### src/rtl/trap_sequencer_pkg.sv
// Shared definitions for the machine-mode trap sequencer.
// Holds the sequencer state enum, the machine CSR addresses it writes or
// reads, the mstatus bit positions touched on trap entry and MRET, and the
// fixed CSR write mode.
package trap_sequencer_pkg;

  typedef enum logic [2:0] {
    IDLE     = 3'd0,
    W_EPC    = 3'd1,
    W_CAUSE  = 3'd2,
    W_TVAL   = 3'd3,
    W_STATUS = 3'd4,
    M_STATUS = 3'd5,
    REDIR    = 3'd6
  } state_t;

  localparam logic [11:0] CSR_MSTATUS = 12'h300;
  localparam logic [11:0] CSR_MTVEC   = 12'h305;
  localparam logic [11:0] CSR_MEPC    = 12'h341;
  localparam logic [11:0] CSR_MCAUSE  = 12'h342;
  localparam logic [11:0] CSR_MTVAL   = 12'h343;

  localparam int MSTATUS_MIE    = 3;
  localparam int MSTATUS_MPIE   = 7;
  localparam int MSTATUS_MPP_HI = 12;
  localparam int MSTATUS_MPP_LO = 11;

  localparam logic [1:0] CSR_WSC_WRITE = 2'b01;

endpackage

### src/rtl/trap_sequencer.sv
// Machine-mode trap entry / MRET sequencer.
// On a trap it writes mepc, mcause, mtval and mstatus on four consecutive
// cycles and then redirects fetch to the trap vector; on an MRET it writes
// mstatus once and redirects fetch to mepc.
//
// Ports:
//   clk, rst_n            clock, asynchronous active-low reset
//   trap_req/cause/pc/tval  trap report from the pipeline
//   mret_req              MRET retiring this cycle
//   mstatus_in, mepc_in, mtvec_in  current CSR values
//   csr_w, csr_waddr, csr_wdata, csr_wsc_mode  CSR write port
//   redirect_valid, redirect_pc  one-cycle fetch redirect
//   busy                  high whenever a sequence is in flight
//
// Handshake: trap_req / mret_req are single-cycle requests sampled only when
// busy is low; a request seen while busy is high is dropped, never queued.
// csr_w and redirect_valid are one-cycle strobes with no back-pressure.
module trap_sequencer
  import trap_sequencer_pkg::*;
(
  input  logic        clk,
  input  logic        rst_n,
  input  logic        trap_req,
  input  logic [31:0] trap_cause,
  input  logic [31:0] trap_pc,
  input  logic [31:0] trap_tval,
  input  logic        mret_req,
  input  logic [31:0] mstatus_in,
  input  logic [31:0] mepc_in,
  input  logic [31:0] mtvec_in,
  output logic        csr_w,
  output logic [11:0] csr_waddr,
  output logic [31:0] csr_wdata,
  output logic [1:0]  csr_wsc_mode,
  output logic        redirect_valid,
  output logic [31:0] redirect_pc,
  output logic        busy
);

  state_t      state;
  // cap_pc holds the trapping pc on trap entry and mepc on MRET.
  logic [31:0] cap_pc;
  logic [31:0] cap_cause;
  logic [31:0] cap_tval;
  logic [31:0] cap_status;
  logic        cap_mret;

  logic [31:0] entry_status;
  logic [31:0] mret_status;
  logic [31:0] vec_base;
  logic [31:0] trap_target;

  always_ff @(posedge clk or negedge rst_n) begin
    if (!rst_n) begin
      state      <= IDLE;
      cap_pc     <= '0;
      cap_cause  <= '0;
      cap_tval   <= '0;
      cap_status <= '0;
      cap_mret   <= 1'b0;
    end else begin
      case (state)
        IDLE: begin
          // A trap outranks a simultaneous MRET; the MRET is dropped.
          if (trap_req) begin
            cap_pc     <= trap_pc;
            cap_cause  <= trap_cause;
            cap_tval   <= trap_tval;
            cap_status <= mstatus_in;
            cap_mret   <= 1'b0;
            state      <= W_EPC;
          end else if (mret_req) begin
            cap_pc     <= mepc_in;
            cap_status <= mstatus_in;
            cap_mret   <= 1'b1;
            state      <= M_STATUS;
          end
        end
        W_EPC:    state <= W_CAUSE;
        W_CAUSE:  state <= W_TVAL;
        W_TVAL:   state <= W_STATUS;
        W_STATUS: state <= REDIR;
        M_STATUS: state <= REDIR;
        REDIR:    state <= IDLE;
        default:  state <= IDLE;
      endcase
    end
  end

  // Trap entry: MPIE <- MIE, MIE <- 0, MPP <- M.
  always_comb begin
    entry_status                                = cap_status;
    entry_status[MSTATUS_MPIE]                  = cap_status[MSTATUS_MIE];
    entry_status[MSTATUS_MIE]                   = 1'b0;
    entry_status[MSTATUS_MPP_HI:MSTATUS_MPP_LO] = 2'b11;
  end

  // MRET: MIE <- MPIE, MPIE <- 1, MPP stays M (only M-mode is implemented).
  always_comb begin
    mret_status                                = cap_status;
    mret_status[MSTATUS_MIE]                   = cap_status[MSTATUS_MPIE];
    mret_status[MSTATUS_MPIE]                  = 1'b1;
    mret_status[MSTATUS_MPP_HI:MSTATUS_MPP_LO] = 2'b11;
  end

  // mtvec is read live in REDIR so a CSR write landing during the sequence
  // is honoured. Only interrupts are vectored; the add wraps at 32 bits.
  assign vec_base = {mtvec_in[31:2], 2'b00};
  always_comb begin
    trap_target = vec_base;
    if (mtvec_in[1:0] == 2'b01 && cap_cause[31])
      trap_target = vec_base + {25'd0, cap_cause[4:0], 2'b00};
  end

  always_comb begin
    csr_w          = 1'b0;
    csr_waddr      = 12'h000;
    csr_wdata      = 32'h0;
    redirect_valid = 1'b0;
    redirect_pc    = 32'h0;
    case (state)
      W_EPC: begin
        csr_w     = 1'b1;
        csr_waddr = CSR_MEPC;
        csr_wdata = {cap_pc[31:2], 2'b00};
      end
      W_CAUSE: begin
        csr_w     = 1'b1;
        csr_waddr = CSR_MCAUSE;
        csr_wdata = cap_cause;
      end
      W_TVAL: begin
        csr_w     = 1'b1;
        csr_waddr = CSR_MTVAL;
        csr_wdata = cap_tval;
      end
      W_STATUS: begin
        csr_w     = 1'b1;
        csr_waddr = CSR_MSTATUS;
        csr_wdata = entry_status;
      end
      M_STATUS: begin
        csr_w     = 1'b1;
        csr_waddr = CSR_MSTATUS;
        csr_wdata = mret_status;
      end
      REDIR: begin
        redirect_valid = 1'b1;
        redirect_pc    = cap_mret ? {cap_pc[31:2], 2'b00} : trap_target;
      end
      default: ;
    endcase
  end

  assign csr_wsc_mode = CSR_WSC_WRITE;
  assign busy         = (state != IDLE);

endmodule

### config.mk
export PLATFORM = sky130hd
export DESIGN_NAME = trap_sequencer
export DESIGN_NICKNAME = d
export VERILOG_FILES = /design/src/rtl/trap_sequencer_pkg.sv /design/src/rtl/trap_sequencer.sv
export SDC_FILE = /design/constraint.sdc
export NUM_CORES = 1
export LEC_CHECK = 0
export CAP_MARGIN = 20
export CORE_MARGIN = 2
export CORE_UTILIZATION = 45
export DETAILED_ROUTE_END_ITERATION = 8
export GPL_TIMING_DRIVEN = 0
export PLACE_DENSITY_LB_ADDON = 0.08
export SLEW_MARGIN = 20
export SYNTH_ARGS = -nofsm -noshare
export SYNTH_HDL_FRONTEND = slang
export SYNTH_SLANG_ARGS = --single-unit
export TNS_END_PERCENT = 20
### constraint.sdc
create_clock -name clk -period 2.88 [get_ports clk]
set_input_delay 0.288 -clock clk [delete_from_list [all_inputs] [get_ports clk]]
set_output_delay 0.288 -clock clk [all_outputs]
set_load 0.02 [all_outputs]
==> results by group <==
Outcome
  – Status: finished with violations
  – Failing checks: negative setup slack

STA
  – Worst slew pin tran: 0.982 ns
  – F_max: ~330 MHz
  – Post-route minimum period: roughly 3.0 ns
  – Final setup viols: 11
  – Endpoints failing hold: 0
  – Setup TNS: -0.728 ns
  – Period utilization: 1.05
  – Max-slew headroom: 0.345
  – Layout Skew: approximately 0.0077 ns
  – RSZ-0062 raised after global routing: yes
  – Worst setup margin: -0.139 ns
  – Max Slew Vio Count: 0
  – Hold WS: approximately 0.39 ns

Synthesis
  – Syn_area_per_cell: 10.3 um^2
  – Synth unique cells: 50
  – Mapped Cells: about 700
  – Seq/Total Area, Yosys: 0.437
  – Dominant synthesized flop cell: dfrtp_1
  – EDFF count, synth: 0
  – Synth Register Bits: 128
  – Synth async-reset ratio: 1.00
  – Yosys Warn Count: 0
  – Mapped Area: between 7000 and 8000 um^2

Worst setup path
  – Worst Path Required: ~2.6 ns
  – Crit path launch: cap_cause[0]
  – Top Family by Delay on Critical Path: compound AO/OA/AOI/OAI gates
  – CP Class: flip-flop to output pin
  – CP cell instances: ha_4 -> inv_2 -> fa_2 -> and2b_2 -> o2111ai_4 -> buf_6 -> a2111oi_4 -> xnor2_1 -> o31ai_2 -> buf_4
  – Crit. End Element: output pin
  – Crit path arrival time: between 2 and 3 ns
  – Crit start category: flip-flop
  – Slowest-stage cell, CP: dfrtp_2
  – Critical Path Fanout Max: 3
  – CP bufs+invs: 3
  – R2r startpoint: state[0]
  – Largest stage delay on the critical path: ~0.4 ns

Placed design
  – Final Wtd Congestion: just over 0.9
  – DP HPWL: 19100 um
  – PortBufs: 258

CTS
  – CTS Root Cell: clkbuf_16
  – CTS tree: yes
  – Clock Sinks: around 130
  – Num CTS Buffers: 17
  – Reg clk slew, reported paths: roughly 0.050 ns
  – H-tree levels: 4
  – CTS max path bufs: 2
  – Clock Latency Late Sink: roughly 0.42 ns

Cells and area
  – Layout fillers: about 1300
  – Area delta synth->final: 52.4%
  – Ant. Diodes: 0
  – Final core occ: 0.704
  – Fin nets: 1207
  – Share of layout cells above drive strength 1: 0.265

Detailed routing
  – Initial DRC count: 428
  – Drc violations: 0
  – Vias per inst: around 5.4
  – DRT antenna net count: 0
  – Vias: ~6700
  – DRT Pass-1 Iters: 4
  – WL per Instance: between 20 and 25 um
  – Drt total wl: approximately 25000 um

Global routing
  – GR Util met3: 0.0710
  – Met2 Resource Use GR: 0.471
  – GR peak layer: met2
  – Initial antenna violation count: 0
  – GRT Residual Overflow: 0
  – First-pass GRT wire length: just under 40000 um
  – Met1 Usage GRT: 0.384
  – Largest net degree at the start of global routing: 68
  – Number of global-route vias before repair: between 6000 and 7000
  – Total GRT Usage: 0.290

Die
  – Die Height: 132 um
  – Die area: between 15000 and 20000 um^2
  – Core area: ~16000 um^2
  – Row count: 46
  – Die width: between 100 and 150 um
  – Io pins: 277
  – Initial Util: 0.462

Power
  – LEAKAGE: about 4.8 nW
  – PD cells: between 1000 and 1500 nW/um^2
  – Total power: around 12 mW
  – Worst vdd ir: between 800 and 900 uV

Min path
  – HP Class: input pin to asynchronous set/reset pin

Job
  – Max-cap violations: 0
[sequential cells by signal, summed over array words and instances, names as in the netlist]
name        cells
cap_mret        1
cap_pc         30
state           3
cap_tval       32
cap_cause      32
cap_status     30
[layout by cell type (no fill, tap or decap), drive strengths merged, types with 8 or more instances in the layout]
cell / instances
clkdlybuf4s50: 206
dfrtp: 128
mux2: 119
a21oi: 71
buf: 61
o21ai: 58
clkbuf: 54
nand2: 47
nor2: 43
mux2i: 35
xnor2: 27
a22oi: 26
dlymetal6s2s: 18
nand3: 11
conb: 11
inv: 11
dlygate4sd2: 8
nor3: 8
[path summary, 6_finish.rpt]
kind,to,slack [ns],cells past startpoint
hold / removal,cap_status[16],0.39,2
min in group clk,cap_pc[31],0.39,3
max in group asynchronous,cap_cause[0],1.77,3
hold reg to reg,cap_status[10],0.49,1
setup / recovery,redirect_pc[22],-0.14,10
setup reg to reg,cap_pc[7],0.56,7
[cells by family (layout without fill, tap and decap cells)]
kind of cell / after synthesis / count (layout) / share of synthesized area
compound gates: 180 / 180 / 0.149
xor+xnor: 27 / 27 / 0.0322
mux: 154 / 154 / 0.230
other cells: 2 / 11 / 0.00102
simple gates: 136 / 136 / 0.0902
buf+inv: 76 / 376 / 0.0496
fa+ha+maj: 6 / 6 / 0.0113
flops: 128 / 128 / 0.437
[cell usage after synthesis (2+ instances only)]
cell type,instances,area share
a21o_1,2,0.0020
inv_1,10,0.0051
a22oi_1,26,0.027
nand4_4,2,0.0058
dfrtp_1,128,0.44
a21oi_1,71,0.048
nand4_1,2,0.0017
conb_1,2,0.0010
nand2_1,47,0.024
nor4_1,6,0.0051
xnor2_1,27,0.032
o21a_1,2,0.0020
buf_4,14,0.014
nor3_1,7,0.0048
mux2_2,118,0.18
nor2b_1,3,0.0026
buf_1,5,0.0026
o21ai_0,58,0.040
and4_1,4,0.0048
and3b_1,2,0.0024
ha_1,5,0.0085
nand3_1,11,0.0075
a2111oi_4,2,0.0075
a2111oi_2,2,0.0041
a211oi_1,6,0.0061
o22ai_1,3,0.0026
clkbuf_1,25,0.013
nor2_1,42,0.021
buf_2,21,0.014
mux2i_1,35,0.048
a31oi_1,2,0.0017
[per-stage QoR]
step	worst slack, ns	instances	cell area (um^2)
final	-0.139	1234	11200
after global routing	-0.228	1234	11200
after CTS	-0.149	1230	11000
after detailed placement	-0.837	1193	10300
after global placement	-3.64	1192	10200
after floorplan	0.236	718	7370
[routing by layer]
metal	part of all wire	wire (um)
met2	0.48	12000
met4	0.022	559
met1	0.43	10800
met5	0	0
met3	0.074	1870
[layout make-up]
| cell class | count | area (um^2) | share of cell area |
|---|---|---|---|
| multi-input combinational | 514 | 3970 | 0.355 |
| inverter | 11 | 41.3 | 0.00369 |
| clock inverter | 10 | 156 | 0.0140 |
| timing repair buffer | 268 | 2680 | 0.239 |
| tap | 216 | 270 | 0.0242 |
| buffer | 65 | 375 | 0.0336 |
| sequential | 128 | 3210 | 0.287 |
| clock buffer | 22 | 484 | 0.0433 |
[power by group]
part	total (mW)	leakage (nW)	switching, mW	internal (mW)
clock network	2.32	0.316	0.784	1.53
registers	3.43	1.48	0.697	2.73
logic	6.09	2.99	3.17	2.92
total	11.8	4.79	4.65	7.19
[what timing repair did]
item | CTS | global route
pin swaps | 8 | 16
setup endpoints to repair | 60 | 47
endpoints found under the hold margin | 61 | 0
gates resized for setup | 142 | 51
hold buffers | 1 | 0
setup buffers | 3 | 4
cloned | 1 | 0
Power figures use the tool's default switching activity.
